<file path="src/rtl/gas_engine_pkg.sv">
// Shared constants for the gas window monitor: state encoding, default thresholds,
// the sample window width shared with the upstream shift register, and a saturating-increment helper.
package gas_engine_pkg;

  localparam int GAS_WIDTH       = 12;
  localparam int GAS_WARN_TH     = 4;
  localparam int GAS_ALARM_TH    = 8;
  localparam int GAS_HOLD_CYCLES = 16;

  localparam logic [1:0] SAFE  = 2'd0;
  localparam logic [1:0] WARN  = 2'd1;
  localparam logic [1:0] ALARM = 2'd2;
  localparam logic [1:0] HOLD  = 2'd3;

  localparam int LEAK_W = 8;

  function automatic logic [LEAK_W-1:0] sat_inc(input logic [LEAK_W-1:0] v);
    return (&v) ? v : v + LEAK_W'(1);
  endfunction

endpackage

</file>
<file path="src/rtl/gas_popcount.sv">
// Purely combinational ones count of a WIDTH-bit window; output is $clog2(WIDTH+1) bits wide.
module gas_popcount
  import gas_engine_pkg::*;
#(
  parameter int WIDTH = GAS_WIDTH
) (
  input  logic [WIDTH-1:0]           bits_i,
  output logic [$clog2(WIDTH+1)-1:0] count_o
);

  localparam int CW = $clog2(WIDTH+1);

  always_comb begin
    count_o = '0;
    for (int i = 0; i < WIDTH; i++) begin
      count_o = count_o + CW'(bits_i[i]);
    end
  end

endmodule

</file>
<file path="src/rtl/gas_window_monitor.sv">
// Counts ones in each accepted sample window and runs the SAFE/WARN/ALARM/HOLD valve FSM.
// leak_events counter is only built when GAS_EVENT_COUNTER_EN is defined; otherwise it reads 0.
module gas_window_monitor
  import gas_engine_pkg::*;
#(
  parameter int WIDTH       = GAS_WIDTH,
  parameter int WARN_TH     = GAS_WARN_TH,
  parameter int ALARM_TH    = GAS_ALARM_TH,
  parameter int HOLD_CYCLES = GAS_HOLD_CYCLES
) (
  input  logic                       clk,
  input  logic                       rst,
  input  logic [WIDTH-1:0]           window,
  input  logic                       sample_valid,
  input  logic                       ack,
  output logic [$clog2(WIDTH+1)-1:0] ones_count,
  output logic                       warn,
  output logic                       alarm,
  output logic                       valve_close,
  output logic [LEAK_W-1:0]          leak_events
);

  localparam int CW = $clog2(WIDTH+1);
  localparam int HW = (HOLD_CYCLES > 1) ? $clog2(HOLD_CYCLES) : 1;

  localparam logic [CW-1:0] WARN_C    = CW'(WARN_TH);
  localparam logic [CW-1:0] ALARM_C   = CW'(ALARM_TH);
  localparam logic [HW-1:0] HOLD_LAST = HW'(HOLD_CYCLES - 1);

  logic [CW-1:0] pc;
  logic [CW-1:0] ones_count_q, ones_count_d;
  logic [1:0]    state_q, state_d;
  logic [HW-1:0] hold_cnt_q, hold_cnt_d;
  logic          pc_warn, pc_alarm, ack_ok;

  gas_popcount #(.WIDTH(WIDTH)) u_popcount (
    .bits_i  (window),
    .count_o (pc)
  );

  assign pc_warn  = (pc >= WARN_C);
  assign pc_alarm = (pc >= ALARM_C);

  // A fresh sample at or above warn level overrides a coincident acknowledge.
  assign ack_ok = ack && (ones_count_q < WARN_C) && !(sample_valid && pc_warn);

  assign ones_count_d = sample_valid ? pc : ones_count_q;

  always_ff @(posedge clk or negedge rst) begin
    if (!rst) begin
      state_q      <= SAFE;
      ones_count_q <= '0;
      hold_cnt_q   <= '0;
    end else begin
      state_q      <= state_d;
      ones_count_q <= ones_count_d;
      hold_cnt_q   <= hold_cnt_d;
    end
  end

  always_comb begin
    state_d = state_q;
    case (state_q)
      SAFE, WARN: begin
        if (sample_valid) begin
          if (pc_alarm)     state_d = ALARM;
          else if (pc_warn) state_d = WARN;
          else              state_d = SAFE;
        end
      end
      ALARM: begin
        if (ack_ok) state_d = HOLD;
      end
      HOLD: begin
        if (sample_valid && pc_alarm)     state_d = ALARM;
        else if (hold_cnt_q == HOLD_LAST) state_d = SAFE;
      end
      default: state_d = SAFE;
    endcase
  end

  // Timer only runs while staying in HOLD, so every HOLD entry starts from zero.
  always_comb begin
    hold_cnt_d = '0;
    if ((state_q == HOLD) && (state_d == HOLD)) begin
      hold_cnt_d = hold_cnt_q + HW'(1);
    end
  end

  always_comb begin
    warn        = (state_q == WARN);
    alarm       = (state_q == ALARM);
    valve_close = (state_q == ALARM) || (state_q == HOLD);
  end

  assign ones_count = ones_count_q;

`ifdef GAS_EVENT_COUNTER_EN
  logic [LEAK_W-1:0] leak_q, leak_d;
  logic              alarm_entry;

  assign alarm_entry = (state_d == ALARM) && (state_q != ALARM);
  assign leak_d      = alarm_entry ? sat_inc(leak_q) : leak_q;

  always_ff @(posedge clk or negedge rst) begin
    if (!rst) begin
      leak_q <= '0;
    end else begin
      leak_q <= leak_d;
    end
  end

  assign leak_events = leak_q;
`else
  assign leak_events = '0;
`endif

endmodule

</file>
<file path="config.mk">
export PLATFORM = sky130hd
export DESIGN_NAME = gas_window_monitor
export DESIGN_NICKNAME = d
export VERILOG_FILES = /design/src/rtl/gas_engine_pkg.sv /design/src/rtl/gas_popcount.sv /design/src/rtl/gas_window_monitor.sv
export SDC_FILE = /design/constraint.sdc
export NUM_CORES = 1
export LEC_CHECK = 0
export ABC_AREA = 1
export CAP_MARGIN = 25
export CORE_ASPECT_RATIO = 0.9
export CORE_MARGIN = 5
export CORE_UTILIZATION = 27
export DETAILED_ROUTE_END_ITERATION = 7
export GPL_ROUTABILITY_DRIVEN = 0
export PLACE_DENSITY = 0.51
export SETUP_SLACK_MARGIN = 0.02
export SYNTH_ARGS = -nofsm -noshare
export SYNTH_HDL_FRONTEND = slang
export SYNTH_SLANG_ARGS = --single-unit
</file>
<file path="constraint.sdc">
create_clock -name clk -period 1.3 [get_ports clk]
set_input_delay 0.26 -clock clk [delete_from_list [all_inputs] [get_ports clk]]
set_output_delay 0.26 -clock clk [all_outputs]
set_load 0.005 [all_outputs]
</file>
== Yosys cells after proc, flatten, opt, wreduce, memory -nomap -nowiden ==
Cells that the tools add are included.
W data, S select, Z words.

* $add $sub $neg: 12
* Order comparisons: 3
* Equal/unequal tests: 5
* Mux-type cells: 8
* Reductions and logical operators: 9

{| class="wikitable"
|+ Operators with widths
! operator !! number
|-
| $add A4 B1 Y4 || 10
|-
| $mux W2 || 5
|-
| $eq A2 B2 Y1 const B || 3
|-
| $pmux W2 S3 || 1
|-
| $logic_and A1 B1 Y1 || 5
|-
| $add A4 B1 Y4 const B || 1
|-
| $eq A4 B4 Y1 const B || 1
|-
| $ge A4 B3 Y1 const B || 1
|-
| $ge A4 B4 Y1 const B || 1
|-
| $lt A4 B3 Y1 const B || 1
|-
| $mux W4 || 1
|-
| $add A1 B1 Y2 || 1
|-
| $eq A2 B1 Y1 const B || 1
|-
| $logic_not A2 Y1 || 1
|-
| $reduce_or A2 Y1 || 1
|-
| $logic_not A1 Y1 || 1
|-
| $logic_or A1 B1 Y1 || 1
|-
| $mux W1 || 1
|}

* Bits in registers: 10
* Output and inout port bits: 15

== Logic depth before layout (Yosys ltp) ==
* Depth in word-level cells: 20
* Depth in mapped cells: 16

== Modules after synthesis ==
From an unflattened synthesis, not the netlist that was laid out.

* Cells, all modules: 94
* Area, all modules: 807.0 µm²

{| class="wikitable"
|+ By module, submodules not included
! module !! times used !! cells each !! area each (µm²) !! seq. area each (µm²)
|-
| gas_window_monitor || 1 || 60 || 523.0 || 250.2
|-
| gas_popcount || 1 || 34 || 284.0 || 0.0
|}

== Worst setup path after synthesis ==
OpenSTA, ideal clock, no wires.

* Path type: input to register
* Start point: input port window[0]
* End point: register state_q[0]
* Library setup time: 0.117 ns
* Arrival time: 2.916 ns
* Path slack: -1.733 ns
* Cell stages on the path: 15
* Buffers on the path: 0
* Cell sequence: ha_1 -> inv_1 -> fa_1 -> fa_1 -> fa_1 -> fa_1 -> inv_1 -> fa_1 -> inv_1 -> nand2_1 -> nand3_1 -> nand2_1 -> nand2_1 -> nand2_1 -> nand2_1

* Word-level cells in the longest chain between the ends: 17

{| class="wikitable"
|+ Ends and longest elaborated chain
! what !! RTL line !! RTL
|-
| start, declared || gas_window_monitor.sv:13 || <nowiki>input logic [WIDTH-1:0] window,</nowiki>
|-
| $add A1 B1 Y2 * || gas_popcount.sv:16 || <nowiki>count_o = count_o + CW'(bits_i[i]);</nowiki>
|-
| $add A4 B1 Y4 * (10 in series) || gas_popcount.sv:16 ||
|-
| $ge A4 B3 Y1 || gas_window_monitor.sv:41 || <nowiki>assign pc_warn = (pc >= WARN_C);</nowiki>
|-
| $logic_and A1 B1 Y1 || gas_window_monitor.sv:45 || <nowiki>assign ack_ok = ack && (ones_count_q < WARN_C) && !(sample_valid && pc_warn);</nowiki>
|-
| $logic_not A1 Y1 || gas_window_monitor.sv:45 ||
|-
| $logic_and A1 B1 Y1 || gas_window_monitor.sv:45 ||
|-
| $mux W2 || gas_window_monitor.sv:72 || <nowiki>if (ack_ok) state_d = HOLD;</nowiki>
|-
| $pmux W2 S3 * || gas_window_monitor.sv:63 || <nowiki>case (state_q)</nowiki>
|-
| via state_d[0] || gas_window_monitor.sv:32 || <nowiki>logic [1:0] state_q, state_d;</nowiki>
|-
| end signal, assigned || gas_window_monitor.sv:55 || <nowiki>state_q <= state_d;</nowiki>
|-
| end, declared || gas_window_monitor.sv:32 ||
|}

The timed path passes the listed nets; every way through them passes the cells marked *.
A chain may end at the register's enable or synchronous reset.

== Worst setup path after layout ==
Ends and elaborated chain as after synthesis.

==> impl_results.md <==
* Largest stage delay, worst path at 0.51 ns
* Post-synth top area cell: dfrtp_1
* H-tree levels at 1
* Fin nets at 164
* Worst-case clock skew at about 0.0017 ns
* Largest net degree at the start of global routing at 11
* CTS tree: done
* Post-synthesis cell area at roughly 810 µm²
* Largest family of logic cells by synthesized area: adder cells
* Post-synthesis simple-gate area fraction at 0.1759
* Critical path peak fanout at 2
* Pre-CTS setup slack at -2.247 ns
* FMAX at 345.6 MHz
* DR DRC count at 0
* Hold WC Path Type: in2async
* Status: finished, violations left
* Most frequent cells in the layout: inv_1, nand2_1, dfrtp_1
* Initial drt markers at 6
* Seq/Total Area, Yosys at 0.3086
* Worst-skew pair later-pin latency at 0.25 ns
* Wirelength per Cell at ~8.6 µm
* Share of the synthesized area in the top cell type at 0.3086
* Chip width at 67.76 µm
* Synth area leaders: dfrtp_1, fa_1, inv_1, ha_1, buf_4
* RSZ-0062 raised after global routing: true
* Mux cell area share after synthesis at 0
* Vias at 661
* Failing checks: setup timing
* IO Pins at 31
* Max cap viols at 0
* WP data arrival at 3.04 ns
* Final period util at 2.226
* Port bufs at 22
* Most frequent cell on the critical path: nand2_1
* GRT Total Usage at 0.08206
* Max rail drop VDD at 0.3201 mV
* Unique masters post-synth at 18
* Critical Path End Type: flop
* Max stage delay cell, worst path: fa_1
* Final setup viols at 11
* Total core area at ~0.0028 mm²
* Synth Instances at 99
* Pre-antenna DRT Iters at 3
* Leak at 0.6579 nW
* Crit Path Category: in2reg
* P&R area growth vs syn at 50.93%
* Worst-path cell chain: buf_6, ha_4, inv_2, fa_1, fa_1, fa_1, fa_2, inv_2, fa_2, nand2_2, nand3_2, nand2_1, nand2_1, nand2_1, nand2_1
* WP data required at 1.45 ns
* Fraction of layout cells with a size suffix above 1 at 0.3209
* Adder-Cell Fraction of Synth Area at 0.2500
* Diodes inserted at 0
* Starting Density at 0.2880
* Routed Wire Length at 1.501 mm
* Die Y at a little over 60 µm
* Root Buffer: clkbuf_4
* Final min period at approximately 2.9 ns
* Power Density at 1263 mW/mm²
* Die ar. at 0.004200 mm²
* Site Rows at 18
* Max clock buf depth at 2
* Clk slew on worst S/H paths at 0.06 ns
* Final TNS setup at -14.90 ns
* Number of buffers created by CTS at 3
* Compound-gate portion of the synthesized area at 0.03549
* Post-route setup slack at -1.593 ns
* Yosys reg bits at 10
* Synth warn at 0
* Clk sinks at 10
* Most common cell after layout, fill and taps aside: inv_1
* Initial antenna violation count at 0
* First-pass GRT wire length at 2.628 mm
* DP Wirelength at 1.256 mm
* GR Overflow Total at 0
* Final Hold Fails at 0
* Drt via density at roughly 3.8
* Detail Route Antenna Nets at 0
* Xor-xnor portion of the synthesized cell area at 0.02160
* CP Launch Type: input port
* Avg Cell Area, Syn at between 8 and 9 µm²
* Slew Limit Fails at 0
* Fillers at 282
* Number of global-route vias before repair at a little under 700
flip-flops by register name, indices dropped and copies added, names as in the netlist:
signal	flops
hold_cnt_q	4
ones_count	4
state_q	2
cells by family after synthesis:
group	count (synthesis)
other cells	1
buf+inv	36
fa+ha+maj	12
flops	10
simple gates	33
xor+xnor	2
compound gates	5
worst max-delay path, delay by kind of cell:
kind | cells | cell delay, ns
buf+inv | 3 | 0.16
fa+ha+maj | 6 | 2.23
simple gates | 6 | 0.39
path summary, 6_finish.rpt:
path | end | from | cells past startpoint | slack [ns]
max in group asynchronous | hold_cnt_q[3] | rst | 1 | 0.69
min in group clk | hold_cnt_q[0] | hold_cnt_q[0] | 1 | 0.46
worst max-delay path | state_q[0] | window[0] | 15 | -1.59
worst min register to register | hold_cnt_q[0] | hold_cnt_q[0] | 1 | 0.46
worst min-delay path | ones_count[0] | rst | 1 | 0.31
worst max register to register | state_q[0] | state_q[1] | 9 | 0.07
through the flow:
stage	cell area [µm²]	total power, W	hold WS (ns)	cells	utilization
2_1_floorplan	854.6	0.0008938	-0.03559	106	-
3_3_place_gp	1106	0.001213	0.4465	165	0.3929
3_5_place_dp	1106	0.001226	0.4558	165	0.3929
4_1_cts	1179	0.001500	0.3175	172	0.4187
5_1_grt	1224	0.001720	0.3439	174	0.4347
6_report	1224	0.001546	0.3128	174	0.4347
report_power, final:
group | total (W) | internal (W) | switching [W]
Clock | 0.000195 | 0.000106 | 0.0000890
Combinational | 0.000898 | 0.000449 | 0.000449
Sequential | 0.000453 | 0.000397 | 0.0000555
area by class of cell:
type | instances | area (µm²) | share of cell area
clock buffer | 3 | 22.52 | 0.01840
timing repair buffer | 34 | 311.5 | 0.2546
inverter | 27 | 101.3 | 0.08282
sequential | 10 | 250.2 | 0.2045
tap | 40 | 50.05 | 0.04090
multi-input combinational | 60 | 488.0 | 0.3988
synth_stat cells:
| library cell | count |
|---|---|
| a21oi_2 | 1 |
| o21ai_0 | 4 |
| dfrtp_1 | 10 |
| fa_1 | 7 |
| nand4_1 | 1 |
| xor2_1 | 1 |
| nand3_2 | 1 |
| conb_1 | 1 |
| clkbuf_1 | 1 |
| nand3_1 | 5 |
| nand2_2 | 1 |
| nand2_1 | 16 |
| buf_4 | 8 |
| inv_1 | 27 |
| ha_1 | 5 |
| xnor2_1 | 1 |
| nor2_1 | 8 |
| nor3_1 | 1 |
layer usage:
layer,share of wire,track usage,up-vias
li1,-,-,343
met1,0.41,0.09613,304
met2,0.55,0.1456,14
met3,0.043,0.01259,0
met4,0,0.04335,0
met5,0,0,-
timing repair:
action | CTS | global route
resized for setup | 40 | 13
endpoints found under the setup margin | 17 | 12
hold buffers | 0 | 0
setup buffers | 4 | 2
pin swaps | 13 | 9
Power figures use the tool's default switching activity.
